==> config.mk <==
export PLATFORM = sky130hd
export DESIGN_NAME = ir_fetch
export DESIGN_NICKNAME = d
export VERILOG_FILES = /design/src/rtl/ir_fetch.sv
export SDC_FILE = /design/constraint.sdc
export NUM_CORES = 1
export LEC_CHECK = 0
export CAP_MARGIN = 25
export CELL_PAD_IN_SITES_DETAIL_PLACEMENT = 0
export CELL_PAD_IN_SITES_GLOBAL_PLACEMENT = 1
export CORE_ASPECT_RATIO = 0.8
export CORE_MARGIN = 3
export CORE_UTILIZATION = 34
export DETAILED_ROUTE_END_ITERATION = 10
export GPL_ROUTABILITY_DRIVEN = 1
export PLACE_DENSITY_LB_ADDON = 0.05
export RECOVER_POWER = 25
export SYNTH_ARGS = -nofsm -noshare
export SYNTH_HDL_FRONTEND = slang
export SYNTH_SLANG_ARGS = --single-unit
==> constraint.sdc <==
create_clock -name clk -period 3.1 [get_ports clk]
set_clock_uncertainty 0.15 [all_clocks]
set_input_delay 0.62 -clock clk [delete_from_list [all_inputs] [get_ports clk]]
set_output_delay 0.62 -clock clk [all_outputs]
set_load 0.05 [all_outputs]
==> src/rtl/ir_fetch.sv <==
// Instruction-register fetch unit: issues a memory request on irwrite, waits for mem_ready,
// and loads NOP_WORD (flagging fetch_err) if memory stays silent for TIMEOUT wait cycles.

package mips_decls_p;
    typedef logic [5:0] opcode_t;
    typedef logic [5:0] funct_t;

    localparam opcode_t OP_RTYPE = 6'h00;
    localparam opcode_t OP_BEQ   = 6'h04;
    localparam opcode_t OP_LW    = 6'h23;
    localparam opcode_t OP_SW    = 6'h2B;
endpackage

module ir_fetch #(
    parameter int unsigned TIMEOUT  = 16,
    parameter logic [31:0] NOP_WORD = 32'h0000_0000
) (
    input  logic                   clk,
    input  logic                   reset,
    input  logic                   irwrite,
    input  logic [31:0]            mem_rdata,
    input  logic                   mem_ready,
    output logic                   mem_req,
    output logic                   stall,
    output logic [31:0]            instr,
    output mips_decls_p::opcode_t  opcode,
    output mips_decls_p::funct_t   funct,
    output logic [4:0]             rs,
    output logic [4:0]             rt,
    output logic [4:0]             rd,
    output logic [15:0]            imm,
    output logic                   instr_valid,
    output logic                   fetch_err
);

    // state | meaning
    // IDLE  | no fetch outstanding; irwrite starts one (or completes it at once if mem_ready)
    // WAIT  | request outstanding; counting cycles until mem_ready or timeout
    typedef enum logic {
        IDLE = 1'b0,
        WAIT = 1'b1
    } state_t;

    localparam logic [7:0] LAST_WAIT = 8'(TIMEOUT - 1);

    state_t      state;
    logic [7:0]  wait_cnt;
    logic [31:0] ir;

    always_ff @(posedge clk or negedge reset) begin
        if (!reset) begin
            state       <= IDLE;
            ir          <= 32'h0;
            wait_cnt    <= 8'd0;
            instr_valid <= 1'b0;
            fetch_err   <= 1'b0;
        end else begin
            case (state)
                IDLE: begin
                    if (irwrite) begin
                        if (mem_ready) begin
                            ir          <= mem_rdata;
                            instr_valid <= 1'b1;
                        end else begin
                            state    <= WAIT;
                            wait_cnt <= 8'd0;
                        end
                    end
                end
                WAIT: begin
                    // A late mem_ready on the final wait cycle still delivers real data.
                    if (mem_ready) begin
                        ir          <= mem_rdata;
                        instr_valid <= 1'b1;
                        fetch_err   <= 1'b0;
                        state       <= IDLE;
                    end else if (wait_cnt == LAST_WAIT) begin
                        ir          <= NOP_WORD;
                        instr_valid <= 1'b1;
                        fetch_err   <= 1'b1;
                        state       <= IDLE;
                    end else if (wait_cnt != 8'hFF) begin
                        wait_cnt <= wait_cnt + 8'd1;
                    end
                end
                default: state <= IDLE;
            endcase
        end
    end

    // Gated by reset so a held irwrite cannot raise a request during reset.
    assign mem_req = reset && ((state == IDLE && irwrite) || state == WAIT);
    assign stall   = mem_req && !mem_ready;

    assign instr  = ir;
    assign opcode = ir[31:26];
    assign rs     = ir[25:21];
    assign rt     = ir[20:16];
    assign rd     = ir[15:11];
    assign imm    = ir[15:0];
    assign funct  = ir[5:0];

endmodule

Word-level counts from Yosys, hierarchy flattened
Index checks and enable logic that the tools add are counted.
{"block": "totals", "regBits": 43, "in_bits": 36, "output_inout_bits": 79, "word_cells": 47}
{"block": "classes", "add_sub_neg": 1, "eq_ne": 9, "muxes": 22, "bitwise": 1, "n_reduce_logical": 9}
{"operator": "2-to-1 mux 32 bit", "count": 4}
{"operator": "case mux 32 bit (2 select lines)", "count": 1}
{"operator": "2-to-1 mux 8 bit", "count": 5}
{"operator": "case mux 8 bit (2 select lines)", "count": 1}
{"operator": "inequality test 2 bit (second input constant)", "count": 5}
{"operator": "2-to-1 mux 1 bit", "count": 9}
{"operator": "adder 8 x 1 -> 8 bit (second input constant)", "count": 1}
{"operator": "== test 8 x 4 -> 1 bit (second input constant)", "count": 1}
{"operator": "inequality test 8 bit (second input constant)", "count": 1}
{"operator": "AND reduction 5 bit", "count": 1}
{"operator": "case mux 1 bit (2 select lines)", "count": 2}
{"operator": "logical AND 1 bit", "count": 3}
{"operator": "inequality test 3 x 2 -> 1 bit (second input constant)", "count": 1}
{"operator": "AND reduction 3 bit", "count": 1}
{"operator": "inequality test 2 x 1 -> 1 bit (second input constant)", "count": 1}
{"operator": "AND reduction 2 bit", "count": 1}
{"operator": "nonzero test 2 bit", "count": 1}
{"operator": "zero test 1 bit", "count": 1}
{"operator": "logical OR 1 bit", "count": 1}
{"operator": "inverter 1 bit", "count": 1}

Depth between registers and ports, before layout
{"block": "depth", "ltp_word": 5, "depth_mapped": 7, "mapped_depth_nobuf": 5}

Least setup slack after synthesis
No wires, ideal clock.
{"block": "synth_timing", "path_kind": "input -> output", "start": "input mem_ready", "end": "output stall", "t_arrival_ns": 1.500, "required_ns": 2.330, "slack_ns": 0.830, "stages": 2, "path_buffers": 0, "cell_sequence": "o21bai_1 > nor2_1"}
{"block": "synth_via", "elab_chain_len": 2}
{"element": "start: declaration", "line_no": "22", "rtl": "input logic mem_ready,"}
{"element": "zero test 1 bit", "line_no": "93", "rtl": "assign stall = mem_req && !mem_ready;"}
{"element": "logical AND 1 bit", "line_no": "93"}
{"element": "end: declaration", "line_no": "24", "rtl": "output logic stall,"}
No other way between the ends.

Worst setup path after layout
Ends and elaborated chain as after synthesis.

==> impl_metrics.py <==
metrics = {
    "clock_network": {
        "cts_sinks": 43,
        "worstSkewPairLatency_ns": 0.29,
        "cts_inserted_buffers": 5,
        "cts_hold_buf": 0,
        "postCtsSetupBuffers": 0,
        "ctsResizeCount": 0,
        "cts_buffer_depth": 2,
        "root_buffer": "clkbuf_8",
        "path_clk_slew_ns": 0.08,
        "tritoncts": "done",
        "cts_max_level": 2,
    },
    "synthesis": {
        "syn_avg_cell_area_sq_um": 10.5,
        "ys_types": 36,
        "synth_top_area_cell": "dfrtp_1",
        "yosys-top-cells-count": "44 x buf_4, 43 x dfrtp_1, 33 x inv_1",
        "synth.top_cell.area_share": 0.419,
        "ys_seq_area_frac": 0.419,
        "synth-main-ff-cell": "dfrtp_1",
        "synth_most_common_cell": "buf_4",
        "synth_warnings": 0,
        "synthTopCellsByArea": "dfrtp_1 42%, buf_4 13%, nand3_2 11%",
        "syn_inst": 244,
        "synthesis.area_sq_mm": 0.00257,
        "synth.net_count": 281,
        "synth-edff-count": 0,
        "async_flop_share": 1.00,
        "ys_ff_latch": 43,
    },
    "final_layout": {
        "layout.nets": 350,
        "fill_cells": 690,
        "finalNonFillerCells": 401,
        "final_area_sq_mm": 0.00350,
        "n_antenna_cell": 0,
        "drive_above_1_share": 0.245,
        "areaGrowthSynthToFinish_pct": 36.4,
    },
    "sta": {
        "finalHoldViolCount": 0,
        "slew_viol_final": 0,
        "min_period_ns": 2.65,
        "rsz0062_at_grt": "no",
        "period_share": 0.855,
        "tns_ns": 0,
        "slew_headroom": 0.276,
        "tightest_slew_ns": 1.09,
        "setup_viol": 0,
        "fmax_ghz": 0.377,
        "setup_ws_ns": 0.450,
    },
    "setup_path": {
        "r2r_cells": 5,
        "r2r-end": "instr[2]",
        "crit_chain": "clkdlybuf4s50_1 > o21bai_1 > nor2_1 > buf_12",
        "slowest_delay_ns": 0.52,
        "startpoint_type": "input port",
        "cp_data_required_time_ns": 2.33,
        "rr_startpoint": "wait_cnt[4]",
        "crit_fanout": 7,
        "path_class": "input port to output pin",
        "arrival_ns": 1.88,
        "end_kind": "output pin",
        "slowest_stage": "clkdlybuf4s50_1",
        "r2r_slack_ns": 0.63,
    },
    "detailed_routing": {
        "drc_errors": 0,
        "vias_per_cell": 4.69,
        "ant_nets": 0,
        "drt-initial-drc-count": 49,
        "drt-pass1-iter-count": 4,
        "wl_um": 5600,
        "vias": 1879,
        "route.detailed.wl_per_inst_um": 14.0,
    },
    "global_routing": {
        "grt_use_met2": 0.185,
        "grt_use_met1": 0.213,
        "grt.total_usage": 0.137,
        "grt_pass1_wl_um": 9340,
        "grt_pass1_vias": 1781,
        "grt.busiest_layer": "met1",
        "grt_start_max_net_pins": 44,
        "grt_antenna_before_repair": 0,
        "grt_overflow": 0,
        "grtUsageMet3": 0.0393,
    },
    "min_path": {
        "hp-start": "instr_valid",
        "hold_depth": 1,
        "hold_class": "flop to flop",
        "hold-path-endpoint": "instr_valid",
    },
    "run": {
        "maxCapViolCount": 0,
    },
    "pwr": {
        "leakage_nw": 1.46,
        "powerDensity_mw_per_mm2": 597,
        "irDropWorstVdd_mv": 0.226,
        "power_mw": 2.09,
    },
    "die": {
        "rows": 27,
        "dieArea_sq_mm": 0.00864,
        "initial_core_util": 0.362,
        "pin_count": 115,
        "die_y_um": 83.7,
        "core_sq_mm": 0.00709,
        "die_x_um": 103,
    },
    "place": {
        "gp_congestion": 0.748,
        "port_buffers": 114,
        "place_ws_ns": 0.446,
        "dp_hpwl_um": 4100,
        "placed_cell_area_sq_mm": 0.00342,
        "dp.cells": 393,
    },
    "outcome": {
        "outcome": "completed",
    },
}
-- critical path, delay by kind of cell --
kind | cells | cell delay, ns
buffers and inverters | 2 | 0.69
AOI/OAI and AO/OA | 1 | 0.32
and+or+nand+nor | 1 | 0.24
-- sequential cells by signal (all words and copies together) (netlist names) --
register / count
instr: 32
wait_cnt: 8
instr_valid: 1
fetch_err: 1
state: 1
-- kinds of logic (layout without fill, tap and decap cells) --
family / count (synthesis) / in the layout / synth area share
mux: 2 / 2 / 0.00877
buf+inv: 90 / 160 / 0.228
fa+ha+maj: 1 / 1 / 0.00487
compound gates: 49 / 49 / 0.164
simple gates: 59 / 59 / 0.175
flops: 43 / 43 / 0.419
-- area by class of cell --
| cell class | count | area [sq um] | area share |
|---|---|---|---|
| Tap cell | 87 | 109 | 0.0311 |
| Inverter | 33 | 124 | 0.0354 |
| Clock buffer | 7 | 76.3 | 0.0218 |
| Timing Repair Buffer | 119 | 1200 | 0.343 |
| Multi-Input combinational cell | 111 | 908 | 0.259 |
| Sequential cell | 43 | 1080 | 0.307 |
| Clock inverter | 1 | 5.00 | 0.00143 |
-- placed cells by master, fill, tap and decap left out, types with 2 or more instances in the layout --
cell             count
clkbuf_8             5
nand2b_1             2
mux2_2               2
clkdlybuf4s50_1    111
o21ai_1              4
nand4_1              3
dfrtp_1             43
nor2_1               6
nand3_2             28
o21ai_2             28
buf_4                3
buf_12               3
a22o_1               4
nand2_1              3
clkbuf_1             3
inv_1               33
o311ai_1             2
nand3_1              8
o21ai_0              3
or2_2                2
-- report_power, final --
| group | leakage (nW) | switching, mW | internal (mW) |
|---|---|---|---|
| sequential | 0.541 | 0.0833 | 0.636 |
| combinational | 0.876 | 0.671 | 0.355 |
| clock | 0.0422 | 0.187 | 0.158 |
-- per-layer routing --
metal,share of wire,vias up
met5,0,-
met4,0.011,0
met3,0.088,8
met2,0.41,84
met1,0.49,884
li1,-,903
-- how the worst max path moves through the flow --
stage                     startpoint     to  slack, ns
after global placement     mem_ready  stall       0.47
after floorplan            mem_ready  stall       0.83
final                      mem_ready  stall       0.45
after detailed placement   mem_ready  stall       0.45
after global routing       mem_ready  stall       0.34
after CTS                  mem_ready  stall       0.44
-- per-stage QoR --
stage,hold WS (ns),utilization
after floorplan,0.174,-
after global placement,0.303,0.483
after detailed placement,0.304,0.483
after CTS,0.325,0.494
after global routing,0.336,0.493
final,0.318,0.493
Note: power is estimated with default switching activity, not from simulation.
